File: config.mk
export PLATFORM = sky130hd
export DESIGN_NAME = irq_source_ctrl
export DESIGN_NICKNAME = d
export VERILOG_FILES = /design/src/rtl/irq_pkg.sv /design/src/rtl/irq_line_cond.sv /design/src/rtl/irq_source_ctrl.sv
export SDC_FILE = /design/constraint.sdc
export NUM_CORES = 1
export LEC_CHECK = 0
export BUFFER_PORTS_ARGS = -buffer_cell sky130_fd_sc_hd__buf_2
export CORE_AREA = 2 2 175 177
export DETAILED_ROUTE_END_ITERATION = 7
export DIE_AREA = 0 0 177 179
export SLEW_MARGIN = 10
export SYNTH_ARGS = -nofsm -noshare
export SYNTH_HDL_FRONTEND = slang
export SYNTH_SLANG_ARGS = --single-unit
File: constraint.sdc
create_clock -name clk -period 8.5 [get_ports clk]
set_clock_uncertainty 0.15 [all_clocks]
set_input_delay 0.425 -clock clk [delete_from_list [all_inputs] [get_ports clk]]
set_output_delay 0.425 -clock clk [all_outputs]
set_load 0.05 [all_outputs]
File: src/rtl/irq_pkg.sv
// Shared definitions for the machine-mode interrupt source block:
// register offsets, timer interrupt code and the line trigger mode.
package irq_pkg;

   localparam int unsigned DEFAULT_N_EXT = 7;

   localparam logic [4:0] MTIME_LO    = 5'h00;
   localparam logic [4:0] MTIME_HI    = 5'h04;
   localparam logic [4:0] MTIMECMP_LO = 5'h08;
   localparam logic [4:0] MTIMECMP_HI = 5'h0C;
   localparam logic [4:0] MODE        = 5'h10;
   localparam logic [4:0] PENDING     = 5'h14;
   localparam logic [4:0] RAW         = 5'h18;

   localparam logic [4:0] TIMER_CODE  = 5'd7;

   typedef enum logic {
      IRQ_LEVEL = 1'b0,
      IRQ_EDGE  = 1'b1
   } irq_mode_e;

endpackage

File: src/rtl/irq_line_cond.sv
// Per-line conditioning for one external IRQ: optional synchronizer
// (IRQ_SYNC_EN), rising-edge detect and the pending flop.
// In edge mode a new edge always wins over a simultaneous clear.
module irq_line_cond
   import irq_pkg::*;
#(
   parameter int unsigned SYNC_STAGES = 2
) (
   input  logic clk,
   input  logic reset,
   input  logic irq_in,
   input  logic mode,
   input  logic clr,
   output logic cond,
   output logic pending
);

   irq_mode_e line_mode;
   logic      prev_q, prev_d;
   logic      pending_q, pending_d;
   logic      edge_set;

   if (SYNC_STAGES < 1) begin : g_bad_sync_stages
      $error("irq_line_cond: SYNC_STAGES must be at least 1");
   end

`ifdef IRQ_SYNC_EN
   logic [SYNC_STAGES-1:0] sync_q, sync_d;

   // Shift the raw line through the synchronizer chain
   always_comb begin
      sync_d    = '0;
      sync_d[0] = irq_in;
      for (int unsigned i = 1; i < SYNC_STAGES; i++) begin
         sync_d[i] = sync_q[i-1];
      end
   end

   // Synchronizer flops
   always_ff @(posedge clk) begin
      if (reset) sync_q <= '0;
      else       sync_q <= sync_d;
   end

   assign cond = sync_q[SYNC_STAGES-1];
`else
   assign cond = irq_in;
`endif

   assign line_mode = irq_mode_e'(mode);
   assign edge_set  = cond & ~prev_q;

   // Level lines mirror the input; edge lines latch until cleared
   always_comb begin
      prev_d = cond;
      if (line_mode == IRQ_EDGE) pending_d = edge_set | (pending_q & ~clr);
      else                       pending_d = cond;
   end

   // Edge history and pending state
   always_ff @(posedge clk) begin
      if (reset) begin
         prev_q    <= 1'b0;
         pending_q <= 1'b0;
      end else begin
         prev_q    <= prev_d;
         pending_q <= pending_d;
      end
   end

   assign pending = pending_q;

endmodule

File: src/rtl/irq_source_ctrl.sv
// Interrupt source controller: external IRQ capture, prescaled 64-bit
// mtime/mtimecmp timer and a small register window.
// Optional synchronizers on irq_in are enabled by defining IRQ_SYNC_EN.
module irq_source_ctrl
   import irq_pkg::*;
#(
   parameter int unsigned N_EXT       = DEFAULT_N_EXT,
   parameter int unsigned TIMER_DIV   = 1,
   parameter int unsigned SYNC_STAGES = 2
) (
   input  logic             clk,
   input  logic             reset,
   input  logic [N_EXT-1:0] irq_in,
   input  logic             int_ack,
   input  logic [4:0]       int_ack_code,
   input  logic             bus_wr,
   input  logic             bus_rd,
   input  logic [4:0]       bus_addr,
   input  logic [31:0]      bus_wdata,
   output logic [31:0]      bus_rdata,
   output logic [31:0]      mip_in,
   output logic             timer_irq
);

   logic [N_EXT-1:0] mode_q, mode_d;
   logic [N_EXT-1:0] line_clr, line_cond, line_pend;
   logic [63:0]      mtime_q, mtime_d, mtime_inc;
   logic [63:0]      mtimecmp_q, mtimecmp_d;
   logic [15:0]      presc_q, presc_d;
   logic             timer_q, timer_d;
   logic [31:0]      rdata_q, rdata_d;
   logic             tick, ack_ext;
   logic             wr_mode, wr_pending;

   if (N_EXT < 1 || N_EXT > 7) begin : g_bad_n_ext
      $error("irq_source_ctrl: N_EXT must be 1..7");
   end
   if (TIMER_DIV < 1 || TIMER_DIV > 65535) begin : g_bad_timer_div
      $error("irq_source_ctrl: TIMER_DIV must be 1..65535");
   end

   assign wr_mode    = bus_wr && (bus_addr == MODE);
   assign wr_pending = bus_wr && (bus_addr == PENDING);
   assign ack_ext    = int_ack && (int_ack_code != TIMER_CODE);

   // Per-line clear requests; lines in level mode ignore them.
   // An edge-to-level MODE write clears the latched edge via the same path.
   always_comb begin
      line_clr = '0;
      for (int unsigned i = 0; i < N_EXT; i++) begin
         line_clr[i] = (ack_ext && (int_ack_code == 5'(i)))
                     || (wr_pending && bus_wdata[i])
                     || (wr_mode && !bus_wdata[i]);
      end
   end

   for (genvar g = 0; g < N_EXT; g++) begin : g_line
      irq_line_cond #(.SYNC_STAGES(SYNC_STAGES)) u_line (
         .clk     (clk),
         .reset   (reset),
         .irq_in  (irq_in[g]),
         .mode    (mode_q[g]),
         .clr     (line_clr[g]),
         .cond    (line_cond[g]),
         .pending (line_pend[g])
      );
   end

   // Prescaler, mtime update with per-half bus loads, compare and register writes.
   // A half-write replaces only that half of the incremented value, so an
   // increment on the other half still applies and a LO->HI carry is lost.
   always_comb begin
      tick      = (presc_q == 16'(TIMER_DIV - 1));
      presc_d   = tick ? '0 : presc_q + 16'd1;
      mtime_inc = mtime_q + 64'(tick);
      mtime_d   = mtime_inc;
      if (bus_wr && bus_addr == MTIME_LO) mtime_d[31:0]  = bus_wdata;
      if (bus_wr && bus_addr == MTIME_HI) mtime_d[63:32] = bus_wdata;
      mtimecmp_d = mtimecmp_q;
      if (bus_wr && bus_addr == MTIMECMP_LO) mtimecmp_d[31:0]  = bus_wdata;
      if (bus_wr && bus_addr == MTIMECMP_HI) mtimecmp_d[63:32] = bus_wdata;
      timer_d = (mtime_q >= mtimecmp_q);
      mode_d  = wr_mode ? bus_wdata[N_EXT-1:0] : mode_q;
   end

   // Pending vector presented to the core
   always_comb begin
      mip_in             = '0;
      mip_in[N_EXT-1:0]  = line_pend;
      mip_in[7]          = timer_q;
   end

   // Register read mux; the result is held until the next read
   always_comb begin
      rdata_d = rdata_q;
      if (bus_rd) begin
         case (bus_addr)
            MTIME_LO:    rdata_d = mtime_q[31:0];
            MTIME_HI:    rdata_d = mtime_q[63:32];
            MTIMECMP_LO: rdata_d = mtimecmp_q[31:0];
            MTIMECMP_HI: rdata_d = mtimecmp_q[63:32];
            MODE:        rdata_d = 32'(mode_q);
            PENDING:     rdata_d = 32'(mip_in[7:0]);
            RAW:         rdata_d = 32'(line_cond);
            default:     rdata_d = '0;
         endcase
      end
   end

   // Timer, mode and read-data state
   always_ff @(posedge clk) begin
      if (reset) begin
         mode_q     <= '0;
         mtime_q    <= '0;
         mtimecmp_q <= '1;
         presc_q    <= '0;
         timer_q    <= 1'b0;
         rdata_q    <= '0;
      end else begin
         mode_q     <= mode_d;
         mtime_q    <= mtime_d;
         mtimecmp_q <= mtimecmp_d;
         presc_q    <= presc_d;
         timer_q    <= timer_d;
         rdata_q    <= rdata_d;
      end
   end

   assign bus_rdata = rdata_q;
   assign timer_irq = timer_q;

endmodule

; Word-level counts from Yosys, hierarchy flattened
; Index checks and enable logic that the tools add are counted.
[word_totals]
ff_bits = 198
elab_cells = 135
input_bits = 54
out_inout_bits = 65
[classes]
add_sub_neg = 2
n_reduce_logical = 53
n_eq_ne = 13
n_lt_le_gt_ge = 1
n_mux = 10
bitwise_logic = 35
[ops]
columns = op, count
row1 = $pmux 32 s7, 1
row2 = $add 64x1->64, 1
row3 = $ge 64x64->1, 1
row4 = $mux 32, 2
row5 = $logic_and 1x1->1, 28
row6 = $eq 5x3->1 const B, 4
row7 = $add 16x1->16 const B, 1
row8 = $logic_not 16->1, 1
row9 = $eq 5x5->1 const B, 3
row10 = $and 1x1->1, 14
row11 = $logic_or 1x1->1, 14
row12 = $not 1->1, 14
row13 = $eq 5x2->1 const B, 2
row14 = $eq 5x4->1 const B, 2
row15 = $logic_not 5->1, 2
row16 = $logic_not 1->1, 7
row17 = $mux 1, 7
row18 = $or 1x1->1, 7
row19 = $eq 5x1->1 const B, 1
row20 = $ne 5x3->1 const B, 1
row21 = $reduce_or 2->1, 1

; Depth between registers and ports, before layout
[logic_depth]
word_depth = 9
ltp_mapped = 14
depth_no_buf = 12

; Hierarchy
; Synthesis repeated with hierarchy kept, for this count alone.
[unflattened]
hier_cells = 1361
hier_area_um2 = 11154.4
[modules_own_cells]
columns = module, area_per_inst_um2, instances, cells_per_inst, seq_area_each_um2
row1 = irq_source_ctrl, 10611.4, 1, 1312, 3683.5
row2 = irq_line_cond, 77.6, 7, 7, 40.0

; Worst setup path after synthesis
; OpenSTA, ideal clock, no wires.
[synth_timing]
path_kind = register to register
start = register presc_q[0]
end = register mtime_q[60]
path_slack_ns = 5.567
stages_incl_launch_ff = 15
arrival_time_ns = 2.698
t_required_ns = 8.264
setup_ns = 0.086
n_path_buf = 2
synth_period_minus_slack_ns = 2.933
path_cell_list = dfxtp_1 -> inv_1 -> ha_1 -> nor4b_1 -> and4_1 -> ha_1 -> ha_1 -> and2_1 -> and4_1 -> clkbuf_1 -> and4_1 -> clkbuf_1 -> nand4_1 -> xor2_1 -> a211oi_1
[synth_via]
elab_chain_len = 3
[synth_lines]
columns = element, line
row1 = from (decl), irq_source_ctrl.sv:29  ; logic [15:0] presc_q, presc_d;
row2 = from (signal assigned), irq_source_ctrl.sv:123  ; presc_q <= presc_d;
row3 = $logic_not 16->1, irq_source_ctrl.sv:73  ; tick = (presc_q == 16'(TIMER_DIV - 1));
row4 = $add 64x1->64, irq_source_ctrl.sv:75  ; mtime_inc = mtime_q + 64'(tick);
row5 = $mux 32, irq_source_ctrl.sv:78  ; if (bus_wr && bus_addr == MTIME_HI) mtime_d[63:32] = bus_wdata;
row6 = to (signal assigned), irq_source_ctrl.sv:121  ; mtime_q <= mtime_d;
row7 = to (decl), irq_source_ctrl.sv:27  ; logic [63:0] mtime_q, mtime_d, mtime_inc;
; No other way between the ends.
; A chain may end at the register's enable or synchronous reset.

; Worst setup path after layout
[layout_timing]
start = register presc_q[0]
end = register mtime_q[43]
; The elaborated chain is that of the path after synthesis.

==> qor.yml <==
io_buffers: 94
fmax_mhz: 284
hold_class: "input pin to flip-flop"
nFillCells: 3053
design.core.area_um2: 30000
grt-busiest-layer: "met2"
seqCellArea_um2: 3960
async_reset_ff_frac: 0
h-tree-depth: 4
postSynthCellCount: 1323
clockBufferDepth: 2
wl_um: 31600
ios: 119
numCtsBuffers: 17
fp.dieArea_um2: 31700
ys_ff_latch: 198
area_growth_syn_to_layout_pct: 11.5
cts_hold_buf: 0
rsz0062_at_grt: "no"
status: "completed"
via_count: 9843
die_h_um: 179
cts_resized: 0
dp_hpwl_um: 21900
grt_pass1_vias: 9187
synth_edf_count: 0
start_util: 0.364
maxCapViolations: 0
synth_ff_type: "dfxtp_1"
wl_per_cell_um: 17.8
power.total_uw: 1980
grt_pass1_wl_um: 50600
critPathRequiredTime_ns: 8.70
worstMarginPinSlew_ns: 1.16
leakage_uw: 0.00523
viasPerCell: 5.55
grtUsageMet1: 0.274
synth.distinct_cells: 56
synth_top_cell_area_share: 0.362
clk_latency_ns: 0.45
layout_commonest_cell: "dfxtp_1"
use_met3: 0.0367
avgSynthCellArea_um2: 8.27
postCtsSetupRepairBufs: 0
yosysTopAreaCell: "dfxtp_1"
synth_area_leaders: "dfxtp_1 36%, ha_1 7.8%, nor2_1 5.8%"
multi_input_area_um2: 6250
fin_tns_setup_ns: 0
mostFrequentLayoutCells: "198 x dfxtp_1, 165 x nor2_1, 93 x buf_2, 89 x a21oi_1, 84 x nand2_1"
antenna_found_initial: 0
grt_max_degree: 94
start_kind: "flip-flop"
finalCritPeriodShare: 0.414
layout.nets: 1485
yosysSeqAreaShare: 0.362
crit_arrival_ns: 3.72
core.rowCount: 64
powerDensity_nw_per_um2: 162
setup_viol: 0
clock_sinks: 198
post-place-ws_ns: 5.03
ir_worst_vdd_uv: 125
finalHoldViolations: 0
syn_area_um2: 10900
max_slew_margin: 0.223
tritoncts: "done"
yosysWarnings: 0
gp_congestion: 0.834
n_antenna_cell: 0
drcViolationCount: 0
firstDrtPassIters: 6
ant_nets: 0
drive_above_1_share: 0.116
clk_pin_slew_ns: 0.07
met2_usage: 0.328
fin_crit_ns: 3.52
worst-path-max-fanout: 7
path_class: "flip-flop to flip-flop"
overflow: 0
grt_use_total: 0.203
end_kind: "flip-flop"
drv_slew: 0
first_iter_violations: 728
ctsRootBufferMaster: "clkbuf_16"
setup_slack_ns: 4.98
die_x_um: 177
## critical path, stage by stage, from the launching register on
cell and delay (ns):
dfxtp_1 0.36, inv_1 0.07, ha_1 0.14, nor4b_1 0.19, and4_1 0.26, ha_1 0.25
nand4_1 0.28, nor4_1 0.96, nand2_1 0.14, or3_1 0.34, a311oi_1 0.27
## Yosys cell counts, types with 7 or more instances
cell,number
nor2b_1,9
nor4_1,12
nand2_1,86
or3_1,9
ha_1,68
xnor2_1,33
o21ai_0,15
a222oi_1,8
a22oi_1,63
a21oi_1,89
nor3_2,8
a211oi_1,59
xor2_1,36
nand4_1,28
clkbuf_1,70
nand3b_1,7
nor3_1,19
mux2i_1,9
nor2_1,168
dfxtp_1,198
nand3_1,45
a31oi_1,8
buf_4,33
and3_1,52
a211o_1,57
inv_1,76
## routing by layer
layer / routed length, µm / vias up
li1: - / 4799
met1: 14900 / 4727
met2: 14600 / 270
met3: 1490 / 47
met4: 671 / 0
met5: 0 / -
## state kept, by name (all words and copies together) (netlist names)
| name | cells |
|---|---|
| mode_q | 7 |
| g_line.u_line.pending | 7 |
| bus_rdata | 32 |
| mtime_q | 64 |
| timer_irq | 1 |
| mtimecmp_q | 64 |
| g_line.u_line.prev_q | 7 |
| presc_q | 16 |
## final timing paths
path / from / to / slack (ns) / cells past startpoint
setup / recovery: presc_q[0] / mtime_q[43] / 4.98 / 10
hold / removal: bus_wdata[27] / mtimecmp_q[27] / 0.09 / 2
setup reg to reg: presc_q[0] / mtime_q[43] / 4.98 / 10
hold reg to reg: g_line[3].u_line.prev_q / g_line[3].u_line.pending / 0.33 / 3
## metrics by stage
step           instance area (µm²)  hold slack, ns   util  std cells
6_report                     12200          0.0938  0.406       1772
5_1_grt                      12200          0.0846  0.406       1772
4_1_cts                      12200          0.0878  0.406       1772
3_5_place_dp                 11600           0.309  0.385       1740
3_3_place_gp                 11600           0.302  0.385       1740
2_1_floorplan                11000           0.290      -       1346
## power by group
part           internal, µW  switching, µW
registers               941           15.1
logic                  36.6            103
clock network           499            384
total                  1480            502
## cell type report
type                       count  share of cell area
clock buffer                  23              0.0400
timing repair buffer         107              0.0471
tap                          396              0.0406
multi-input combinational    963               0.513
clock inverter                 9              0.0113
inverter                      76              0.0234
sequential                   198               0.325
## cell families after synthesis
family | after synthesis | share of synthesized area
adders and majority gates | 68 | 0.0778
DFF | 198 | 0.362
other | 1 | 0.000343
buffers and inverters | 185 | 0.0759
muxes | 9 | 0.00824
AOI/OAI and AO/OA | 324 | 0.209
and+or+nand+nor | 469 | 0.211
xor gates and xnor gates | 69 | 0.0553
Power figures use the tool's default switching activity.
